[src/rtl/alu_addsub_pipe.sv]
// alu_addsub_pipe: two-stage pipelined WIDTH-bit adder/subtractor with
// valid/ready handshakes on both sides. S1 captures the request, S2 computes
// and registers the result and flags.
// Optional feature macro: ADDSUB_SAT_EN (signed saturation of the S2 result).
module alu_addsub_pipe #(
  parameter int WIDTH = 32
) (
  input  logic             clk,
  input  logic             rst_n,
  input  logic             in_valid,
  output logic             in_ready,
  input  logic [WIDTH-1:0] opA,
  input  logic [WIDTH-1:0] opB,
  input  logic             sub,
  output logic             out_valid,
  input  logic             out_ready,
  output logic [WIDTH-1:0] result,
  output logic             flag_c,
  output logic             flag_v,
  output logic             flag_z,
  output logic             flag_n
);

  localparam int MSB = WIDTH - 1;

  typedef struct packed {
    logic [WIDTH-1:0] a;
    logic [WIDTH-1:0] b;
    logic             sub;
  } req_t;

  typedef struct packed {
    logic [WIDTH-1:0] res;
    logic             c;
    logic             v;
    logic             z;
    logic             n;
  } rsp_t;

  req_t s1_q, s1_d;
  logic s1_valid_q, s1_valid_d;
  rsp_t s2_q, s2_d;
  logic s2_valid_q, s2_valid_d;

  logic s1_free, s2_free;

  // Stage-advance conditions; in_ready depends on out_ready but never on in_valid
  assign s2_free  = !s2_valid_q | out_ready;
  assign s1_free  = !s1_valid_q | s2_free;
  assign in_ready = s1_free;

  // S1 next state: capture the request whenever the stage can move
  always_comb begin
    s1_d       = s1_q;
    s1_valid_d = s1_valid_q;
    if (s1_free) begin
      s1_valid_d = in_valid;
      if (in_valid) s1_d = '{a: opA, b: opB, sub: sub};
    end
  end

  logic [WIDTH-1:0] b_mux;
  logic [WIDTH:0]   sum;
  logic             ovf;
  logic [WIDTH-1:0] res_fin;

  // S2 arithmetic: subtraction reuses the adder as opA + ~opB + 1
  always_comb begin
    b_mux = s1_q.sub ? ~s1_q.b : s1_q.b;
    sum   = {1'b0, s1_q.a} + {1'b0, b_mux} + {{WIDTH{1'b0}}, s1_q.sub};
    ovf   = (s1_q.a[MSB] == b_mux[MSB]) & (sum[MSB] != s1_q.a[MSB]);
`ifdef ADDSUB_SAT_EN
    // Clamp toward the sign of opA; overflow only happens when opA and B' agree
    if (ovf) res_fin = s1_q.a[MSB] ? {1'b1, {(WIDTH-1){1'b0}}} : {1'b0, {(WIDTH-1){1'b1}}};
    else     res_fin = sum[WIDTH-1:0];
`else
    res_fin = sum[WIDTH-1:0];
`endif
  end

  // S2 next state: load from S1 when the output slot is free or draining
  always_comb begin
    s2_d       = s2_q;
    s2_valid_d = s2_valid_q;
    if (s2_free) begin
      s2_valid_d = s1_valid_q;
      if (s1_valid_q) begin
        s2_d.res = res_fin;
        s2_d.c   = sum[WIDTH];
        s2_d.v   = ovf;
        s2_d.z   = (res_fin == '0);
        s2_d.n   = res_fin[MSB];
      end
    end
  end

  // Pipeline registers; async reset discards anything in flight
  always_ff @(posedge clk or negedge rst_n) begin
    if (!rst_n) begin
      s1_q       <= '0;
      s1_valid_q <= 1'b0;
      s2_q       <= '0;
      s2_valid_q <= 1'b0;
    end else begin
      s1_q       <= s1_d;
      s1_valid_q <= s1_valid_d;
      s2_q       <= s2_d;
      s2_valid_q <= s2_valid_d;
    end
  end

  assign out_valid = s2_valid_q;
  assign result    = s2_q.res;
  assign flag_c    = s2_q.c;
  assign flag_v    = s2_q.v;
  assign flag_z    = s2_q.z;
  assign flag_n    = s2_q.n;

endmodule
[config.mk]
export PLATFORM = sky130hd
export DESIGN_NAME = alu_addsub_pipe
export DESIGN_NICKNAME = d
export VERILOG_FILES = /design/src/rtl/alu_addsub_pipe.sv
export SDC_FILE = /design/constraint.sdc
export NUM_CORES = 1
export LEC_CHECK = 0
export BUFFER_PORTS_ARGS = -buffer_cell sky130_fd_sc_hd__buf_2
export CELL_PAD_IN_SITES_DETAIL_PLACEMENT = 0
export CELL_PAD_IN_SITES_GLOBAL_PLACEMENT = 1
export CORE_MARGIN = 5
export CORE_UTILIZATION = 49
export CTS_BUF_LIST = sky130_fd_sc_hd__clkbuf_4 sky130_fd_sc_hd__clkbuf_8
export DETAILED_ROUTE_END_ITERATION = 8
export GPL_TIMING_DRIVEN = 0
export PLACE_DENSITY = 0.87
export SLEW_MARGIN = 20
export SYNTH_ARGS = -nofsm -noshare
export SYNTH_HDL_FRONTEND = slang
export SYNTH_SLANG_ARGS = --single-unit
[constraint.sdc]
create_clock -name clk -period 7.8 [get_ports clk]
set_clock_uncertainty 0.1 [all_clocks]
set_input_delay 1.56 -clock clk [delete_from_list [all_inputs] [get_ports clk]]
set_output_delay 1.56 -clock clk [all_outputs]
set_load 0.05 [all_outputs]
* After elaboration in Yosys (flattened, before gate mapping)
Index checks and enable logic that the tools add are counted.
** Storage, ports and cells
- Register bits after elaboration :: 103
- Input port bits :: 69
- Output and inout port bits :: 38
- Logic and storage cells :: 24
** Operators by class
- $add $sub $neg :: 2
- Equal/unequal tests :: 2
- Multiplexer cells :: 1
- Bitwise operators :: 4
- Reductions and logical operators :: 5
** Operator list (count)
- $add A32 B32 Y33 :: 1
- $add A33 B1 Y33 :: 1
- $logic_not A32 Y1 :: 1
- $mux W32 :: 1
- $not A32 Y32 :: 1
- $reduce_and A2 Y1 :: 2
- $logic_not A1 Y1 :: 2
- $or A1 B1 Y1 :: 2
- $and A1 B1 Y1 :: 1
- $eq A1 B1 Y1 :: 1
- $ne A1 B1 Y1 :: 1

* Longest topological paths before layout
Gate-level depths: netlist of the first run.
- Word-level depth :: 6
- Gate-level depth with buffers :: 14
- Depth with buffers taken out :: 12

* Worst setup path after synthesis of the first run
Ideal clock, no wire load.
- Kind :: input -> output
- From :: input out_ready
- To :: output in_ready
- Arrival :: 2.049 ns
- Required time :: 6.140 ns
- Path slack :: 4.091 ns
- Cell stages on the path :: 1
- Path buffers :: 0
- Path through :: nand3b_1
** On the way
- Word-level cells in the longest chain between the ends :: 2
** RTL lines
- start, declared :: line 16 : input logic out_ready,
- $or A1 B1 Y1 :: line 48 : assign s2_free = !s2_valid_q | out_ready;
- $or A1 B1 Y1 :: line 49 : assign s1_free = !s1_valid_q | s2_free;
- end, declared :: line 11 : output logic in_ready,
No other way between the ends.

* Worst setup path in the final report of the first run
- From :: register s1_q[0] (netlist bit)
- To :: register s2_q, in the netlist flag_c
** On the way
- Word-level cells in the longest chain between the ends :: 3
** RTL lines
- start, declared :: line 40 : req_t s1_q, s1_d;
- start signal, assigned :: line 100 : s1_q <= '0;
- start signal, assigned :: line 105 : s1_q <= s1_d;
- $mux W32 :: line 69 : b_mux = s1_q.sub ? ~s1_q.b : s1_q.b;
- $add A32 B32 Y33 :: line 70 : sum = {1'b0, s1_q.a} + {1'b0, b_mux} + {{WIDTH{1'b0}}, s1_q.sub};
- $add A33 B1 Y33 * :: line 70
- end signal, assigned :: line 102 : s2_q <= '0;
- end signal, assigned :: line 107 : s2_q <= s2_d;
- end, declared :: line 42 : rsp_t s2_q, s2_d;
Every way passes the cells marked *; elsewhere a longest branch is shown, timed or not.
A chain may end at the register's enable or synchronous reset.

==> impl_metrics.py, run 1 <==
metrics = {
    "status": {
        "status": "finished clean",
    },
    "setup_path": {
        "arrival_ns": 4.68,
        "critical_path.startpoint_type": "flip-flop",
        "critPathMaxStageDelay_ns": 0.82,
        "slowest_stage": "buf_1",
        "worstSetupPathType": "reg2reg",
        "r2r_slack_ns": 3.26,
        "r2r_start": "s1_q[0]",
        "path_cells": "clkbuf_1 -> buf_1 -> xor2_1 -> ha_1 -> or2_1 -> o221ai_1 -> and3_1 -> o211ai_1 -> a31oi_1 -> o31a_1 -> o21ai_0 -> a2111oi_0 -> nor3_1",
        "required_ns": 7.94,
        "crit_fanout": 10,
        "r2r_cells": 13,
        "reg2reg_to": "flag_c",
        "cp-end-kind": "flip-flop",
    },
    "route": {
        "vias_per_cell": 5.76,
        "drcViolationCount": 0,
        "drt-pass1-iter-count": 5,
        "drt-initial-drc-count": 345,
        "vias": 5219,
        "antenna_left": 0,
        "wl_per_cell_um": 18.0,
        "routed_wl_um": 16300,
    },
    "synthesis": {
        "synth_nets": 715,
        "yosysWarnings": 0,
        "synth-seq-cells": 102,
        "synth_cell_type_count": 73,
        "synthArstFlopShare": 1.00,
        "synth-seq-area-share": 0.403,
        "syn_inst": 611,
        "syn_area_per_cell_sq_um": 10.4,
        "synth_edf_count": 0,
        "mappedNetlistArea_sq_um": 6340,
        "ys.flop_type": "dfrtp_1",
    },
    "finish": {
        "instances_no_fill": 906,
        "fin_area_sq_um": 7330,
        "area_delta_synth_final_pct": 15.6,
        "final_nets": 833,
        "diodes": 0,
        "final_cell_mix": "buf_2 (107), dfrtp_1 (102), mux2_2 (76), nand2_1 (43), xor2_1 (37)",
        "drive_above_1_share": 0.296,
        "fillers": 1152,
        "final_common_cell": "buf_2",
    },
    "timing": {
        "max_freq_mhz": 220,
        "slew_violations": 0,
        "whs_ns": 0.387,
        "tightest_slew_ns": 1.04,
        "rsz0062_at_grt": "false",
        "finalSetupViolations": 0,
        "final_hold_viol_count": 0,
        "min_period_ns": 4.54,
        "max_slew_margin": 0.308,
        "timing.final.crit_share": 0.582,
        "fin_setup_tns_ns": 0,
    },
    "global_route": {
        "grt_pass1_wl_um": 26500,
        "antenna_found_initial": 0,
        "grt_overflow": 0,
        "grtUsageTotal": 0.221,
        "grt_max_degree": 58,
        "grt_pass1_vias": 5162,
    },
    "placed_design": {
        "gp_congestion": 0.888,
        "place_area_sq_um": 7120,
        "place_inst": 890,
        "dpl.hpwl_um": 12900,
        "port_buffers": 106,
    },
    "floorplanning": {
        "std_cell_rows": 41,
        "chipWidth_um": 124,
        "fp.dieH_um": 124,
        "core-area_sq_um": 12700,
        "initial_core_util": 0.500,
        "die_area_sq_um": 15300,
        "ios": 107,
    },
    "power": {
        "pwr_density_cell_nw_per_um2": 372,
        "p_leak_nw": 3.34,
        "vdd_drop_max_mv": 0.134,
        "power_w": 0.00273,
    },
    "clock_tree": {
        "postCtsSetupRepairBufs": 0,
        "cts.sink_count": 102,
        "cts_tree": "yes",
        "htreeDepth": 3,
        "holdBufCountCts": 0,
        "cts_buffer_depth": 2,
        "cts_made_buffers": 9,
        "clkLatencyLatePin_ns": 0.37,
        "clockRootBuffer": "clkbuf_8",
        "ctsResizeCount": 0,
        "cts.clk_slew.worst_paths_ns": 0.10,
    },
    "min_path": {
        "hold_start": "result[6]",
        "hold_end": "result[6]",
        "holdPathStages": 2,
        "hold_class": "reg2reg",
    },
    "flow_run": {
        "drv_cap": 0,
    },
}
-- cells in the mapped netlist, types with 3 or more instances --
| cell type | instances | area [sq um] |
|---|---|---|
| o31ai_1 | 8 | 60.1 |
| o211ai_1 | 8 | 60.1 |
| clkbuf_1 | 19 | 71.3 |
| nand4_1 | 7 | 43.8 |
| o21ai_0 | 33 | 165 |
| mux2_2 | 76 | 856 |
| and3_1 | 8 | 50.1 |
| o221ai_1 | 6 | 52.6 |
| o21a_1 | 8 | 60.1 |
| or3_1 | 7 | 43.8 |
| o22a_1 | 3 | 26.3 |
| a21oi_1 | 30 | 150 |
| nor2_1 | 20 | 75.1 |
| nand3_1 | 11 | 55.1 |
| ha_1 | 34 | 425 |
| nor3_1 | 13 | 65.1 |
| xor2_1 | 37 | 324 |
| a211oi_1 | 5 | 37.5 |
| a21o_1 | 14 | 105 |
| dfrtp_1 | 102 | 2550 |
| o21bai_1 | 4 | 30.0 |
| inv_1 | 17 | 63.8 |
| buf_1 | 5 | 18.8 |
| and2_1 | 5 | 31.3 |
| nand2_1 | 43 | 161 |
| nand2b_1 | 7 | 43.8 |
| a211o_1 | 3 | 26.3 |
| xnor2_1 | 13 | 114 |
| a2111oi_0 | 3 | 26.3 |
| or4_1 | 4 | 30.0 |
-- cell type report --
cell class / count / area [sq um] / share of cell area
multi-input combinational: 463 / 3590 / 0.490
sequential: 102 / 2550 / 0.348
timing repair buffer: 107 / 564 / 0.0770
tap: 172 / 215 / 0.0294
clock buffer: 13 / 166 / 0.0227
buffer: 29 / 130 / 0.0178
inverter: 17 / 63.8 / 0.00871
clock inverter: 3 / 42.5 / 0.00581
-- critical path, delay by kind of cell, from the launching register on --
family	cells	cell delay [ns]
AO/OA/AOI/OAI	6	1.68
flip-flops	1	0.34
AND/OR/NAND/NOR	3	0.69
XOR/XNOR	1	0.16
adder cells (fa/ha/maj)	1	0.29
buffers and inverters	2	1.16
-- registers in the layout, indices dropped and copies added (netlist names) --
register    count
result         32
s1_q           65
flag_c          1
out_valid       1
s1_valid_q      1
flag_z          1
flag_v          1
-- metrics by stage --
stage | utilization | worst slack [ns]
floorplan | - | 4.09
global placement | 0.559 | 3.39
detailed placement | 0.562 | 3.33
CTS | 0.578 | 3.29
global route | 0.578 | 3.01
finish | 0.578 | 3.26
-- where the power goes --
part           internal, W  leakage (nW)  switching (W)  total (W)
logic             0.000555          2.03        0.00107    0.00162
registers         0.000667          1.20      0.0000859   0.000753
clock network     0.000173         0.106       0.000178   0.000351
-- routing by layer --
layer	wire [um]	share of wire	track usage
met5	0	0	0
met4	211	0.013	0.0533
met3	727	0.045	0.0341
met1	7910	0.49	0.323
met2	7450	0.46	0.344
-- worst max path at each step --
stage	startpoint	endpoint	slack (ns)	depth (start not counted)
after global placement	s1_q[0]	flag_z	3.39	13
after floorplan	out_ready	in_ready	4.09	1
after global routing	s1_q[0]	flag_z	3.01	14
final	s1_q[0]	flag_c	3.26	13
after detailed placement	s1_q[0]	flag_z	3.33	14
after CTS	s1_q[0]	flag_z	3.29	14
-- kinds of logic after synthesis --
group | after synthesis | synth area share
DFF | 102 | 0.403
and+or+nand+nor | 141 | 0.113
AOI/OAI and AO/OA | 159 | 0.175
buffers and inverters | 46 | 0.0306
adders and majority gates | 35 | 0.0703
xor gates and xnor gates | 50 | 0.0691
muxes | 78 | 0.139
Note: power is estimated with default switching activity, not from simulation.
==> inputs of run 2 (changes only) <==
--- a/config.mk
+++ b/config.mk
@@ -9,11 +9,11 @@
 export CELL_PAD_IN_SITES_DETAIL_PLACEMENT = 0
 export CELL_PAD_IN_SITES_GLOBAL_PLACEMENT = 1
 export CORE_MARGIN = 5
-export CORE_UTILIZATION = 49
+export CORE_UTILIZATION = 46
 export CTS_BUF_LIST = sky130_fd_sc_hd__clkbuf_4 sky130_fd_sc_hd__clkbuf_8
 export DETAILED_ROUTE_END_ITERATION = 8
 export GPL_TIMING_DRIVEN = 0
-export PLACE_DENSITY = 0.87
+export PLACE_DENSITY = 0.82
 export SLEW_MARGIN = 20
 export SYNTH_ARGS = -nofsm -noshare
 export SYNTH_HDL_FRONTEND = slang
==> constraint.sdc (replaced) <==
create_clock -name clk -period 4.43 [get_ports clk]
set_clock_uncertainty 0.1 [all_clocks]
set_input_delay 0.886 -clock clk [delete_from_list [all_inputs] [get_ports clk]]
set_output_delay 0.886 -clock clk [all_outputs]
set_load 0.05 [all_outputs]
==> impl_metrics.py, run 2 (same netlist as run 1, synthesis figures left out) <==
metrics = {
    "route": {
        "drt-pass1-iter-count": 5,
        "drt-initial-drc-count": 327,
        "drcViolationCount": 0,
        "vias": 5192,
        "wl_per_cell_um": 17.9,
        "antenna_left": 0,
        "vias_per_cell": 5.71,
        "routed_wl_um": 16200,
    },
    "timing": {
        "final_hold_viol_count": 0,
        "rsz0062_at_grt": "false",
        "slew_violations": 0,
        "max_slew_margin": 0.529,
        "fin_setup_tns_ns": 0,
        "finalSetupViolations": 0,
        "min_period_ns": 4.16,
        "tightest_slew_ns": 0.707,
        "max_freq_mhz": 240,
        "timing.final.crit_share": 0.939,
    },
    "setup_path": {
        "r2r_cells": 13,
        "cp-end-kind": "flip-flop",
        "worstSetupPathType": "reg2reg",
        "critical_path.startpoint_type": "flip-flop",
        "crit_fanout": 10,
        "critPathMaxStageDelay_ns": 0.47,
        "path_cells": "clkbuf_1 -> buf_2 -> xor2_1 -> ha_1 -> nor2b_1 -> o221ai_1 -> and3_1 -> o211ai_1 -> a31o_1 -> a21o_1 -> a2111oi_0 -> nand4b_1 -> o21ai_2",
        "slowest_stage": "a2111oi_0",
        "arrival_ns": 4.38,
        "required_ns": 4.65,
    },
    "clock_tree": {
        "htreeDepth": 3,
        "holdBufCountCts": 0,
        "cts_tree": "yes",
        "cts_made_buffers": 9,
        "clockRootBuffer": "clkbuf_8",
        "cts.clk_slew.worst_paths_ns": 0.10,
        "cts_buffer_depth": 2,
        "clkLatencyLatePin_ns": 0.38,
        "cts.sink_count": 102,
        "postCtsSetupRepairBufs": 0,
    },
    "placed_design": {
        "dpl.hpwl_um": 12800,
        "port_buffers": 106,
        "gp_congestion": 0.877,
        "place_inst": 894,
    },
    "finish": {
        "final_nets": 833,
        "area_delta_synth_final_pct": 16.1,
        "drive_above_1_share": 0.301,
        "final_cell_mix": "buf_2 (108), dfrtp_1 (102), mux2_2 (76), nand2_1 (43), xor2_1 (37)",
        "largest-register": "s1_q",
        "final_common_cell": "buf_2",
        "diodes": 0,
        "fillers": 1236,
        "largest_reg_flops": 65,
        "instances_no_fill": 910,
    },
    "power": {
        "p_leak_nw": 3.35,
        "power_frac_clock": 0.138,
        "combPwrFrac": 0.589,
        "pwr_density_cell_nw_per_um2": 659,
        "switching_share": 0.486,
        "vdd_drop_max_mv": 0.280,
        "switching_power_w": 0.00236,
        "seq_power_share": 0.273,
        "internal_power_w": 0.00249,
    },
    "floorplanning": {
        "chipWidth_um": 127,
        "ios": 107,
        "std_cell_rows": 42,
        "core-area_sq_um": 13400,
        "initial_core_util": 0.473,
        "fp.dieH_um": 127,
        "die_area_sq_um": 16200,
    },
    "global_route": {
        "grtUsageTotal": 0.203,
        "grt_overflow": 0,
        "grt_pass1_vias": 5237,
        "grt_max_degree": 54,
        "antenna_found_initial": 0,
        "grt_pass1_wl_um": 26400,
    },
    "status": {
        "status": "finished clean",
    },
    "min_path": {
        "hold_class": "in2async",
    },
    "flow_run": {
        "drv_cap": 0,
    },
}
==> run 2: cell types whose count changed in the layout (fill, tap and decap cells not counted) <==
cell        before  now
clkbuf_8        11   10
buf_1            5    2
o21ai_1          1    0
o21ai_2          1    2
buf_2          107  108
clkinv_2         1    0
clkbuf_4         2    1
clkbuf_2         0    2
clkinvlp_4       1    3
bufinv_16        1    2
==> run 2: final timing paths <==
kind	slack, ns	startpoint	endpoint
min in group clk	0.39	result[4]	result[4]
worst max-delay path	0.27	s1_q[0]	flag_z
max in group asynchronous	3.28	rst_n	s1_q[33]
worst min register to register	0.39	result[4]	result[4]
worst max register to register	0.27	s1_q[0]	flag_z
worst min-delay path	0.34	rst_n	s1_q[3]
==> run 2: stage by stage <==
| step | hold WS, ns | setup WS [ns] | total power [W] | cell area, sq um | util |
|---|---|---|---|---|---|
| after detailed placement | 0.371 | 0.0236 | 0.00417 | 7120 | 0.532 |
| final | 0.339 | 0.272 | 0.00485 | 7360 | 0.549 |
| after CTS | 0.349 | 0.00143 | 0.00484 | 7360 | 0.549 |
| after global placement | 0.365 | 0.0454 | 0.00410 | 7090 | 0.529 |
| after global routing | 0.373 | 0.00438 | 0.00517 | 7360 | 0.549 |
| after floorplan | 0.386 | 0.774 | 0.00344 | 6340 | - |
==> run 2: power groups by stage <==
stage               combinational, W  sequential, W  clock [W]
detailed placement           0.00282        0.00135          0
floorplan                    0.00159        0.00185          0
global route                 0.00310        0.00136   0.000714
global placement             0.00277        0.00133          0
CTS                          0.00284        0.00133   0.000678
finish                       0.00286        0.00133   0.000668
==> run 2: final cells by class <==
class / count / area [sq um] / share of cell area
tap: 176 / 220 / 0.0299
timing repair buffer: 107 / 564 / 0.0767
sequential: 102 / 2550 / 0.347
inverter: 17 / 63.8 / 0.00867
buffer: 29 / 134 / 0.0182
clock inverter: 5 / 82.6 / 0.0112
multi-input combinational: 463 / 3600 / 0.489
clock buffer: 11 / 145 / 0.0197
==> run 2: what timing repair did <==
action / in CTS / in global routing
resized for setup: 2 / 3
setup endpoints to repair: 1 / 6
cloned: 0 / 0
==> run 2: metal layers <==
layer | share of wire | GRT usage | wire length [um] | up-vias
met5 | 0 | 0 | 0 | -
met1 | 0.48 | 0.293 | 7720 | 2536
li1 | - | - | - | 2498
met2 | 0.45 | 0.317 | 7260 | 143
met4 | 0.014 | 0.0593 | 231 | 0
met3 | 0.063 | 0.0330 | 1030 | 15
==> run 2: worst max-delay path, delay by kind of cell, from the launching register on <==
| family | cells | cell delay (ns) |
|---|---|---|
| flops | 1 | 0.33 |
| simple gates | 3 | 0.67 |
| buf+inv | 2 | 0.72 |
| xor+xnor | 1 | 0.29 |
| fa+ha+maj | 1 | 0.35 |
| compound gates | 6 | 1.64 |
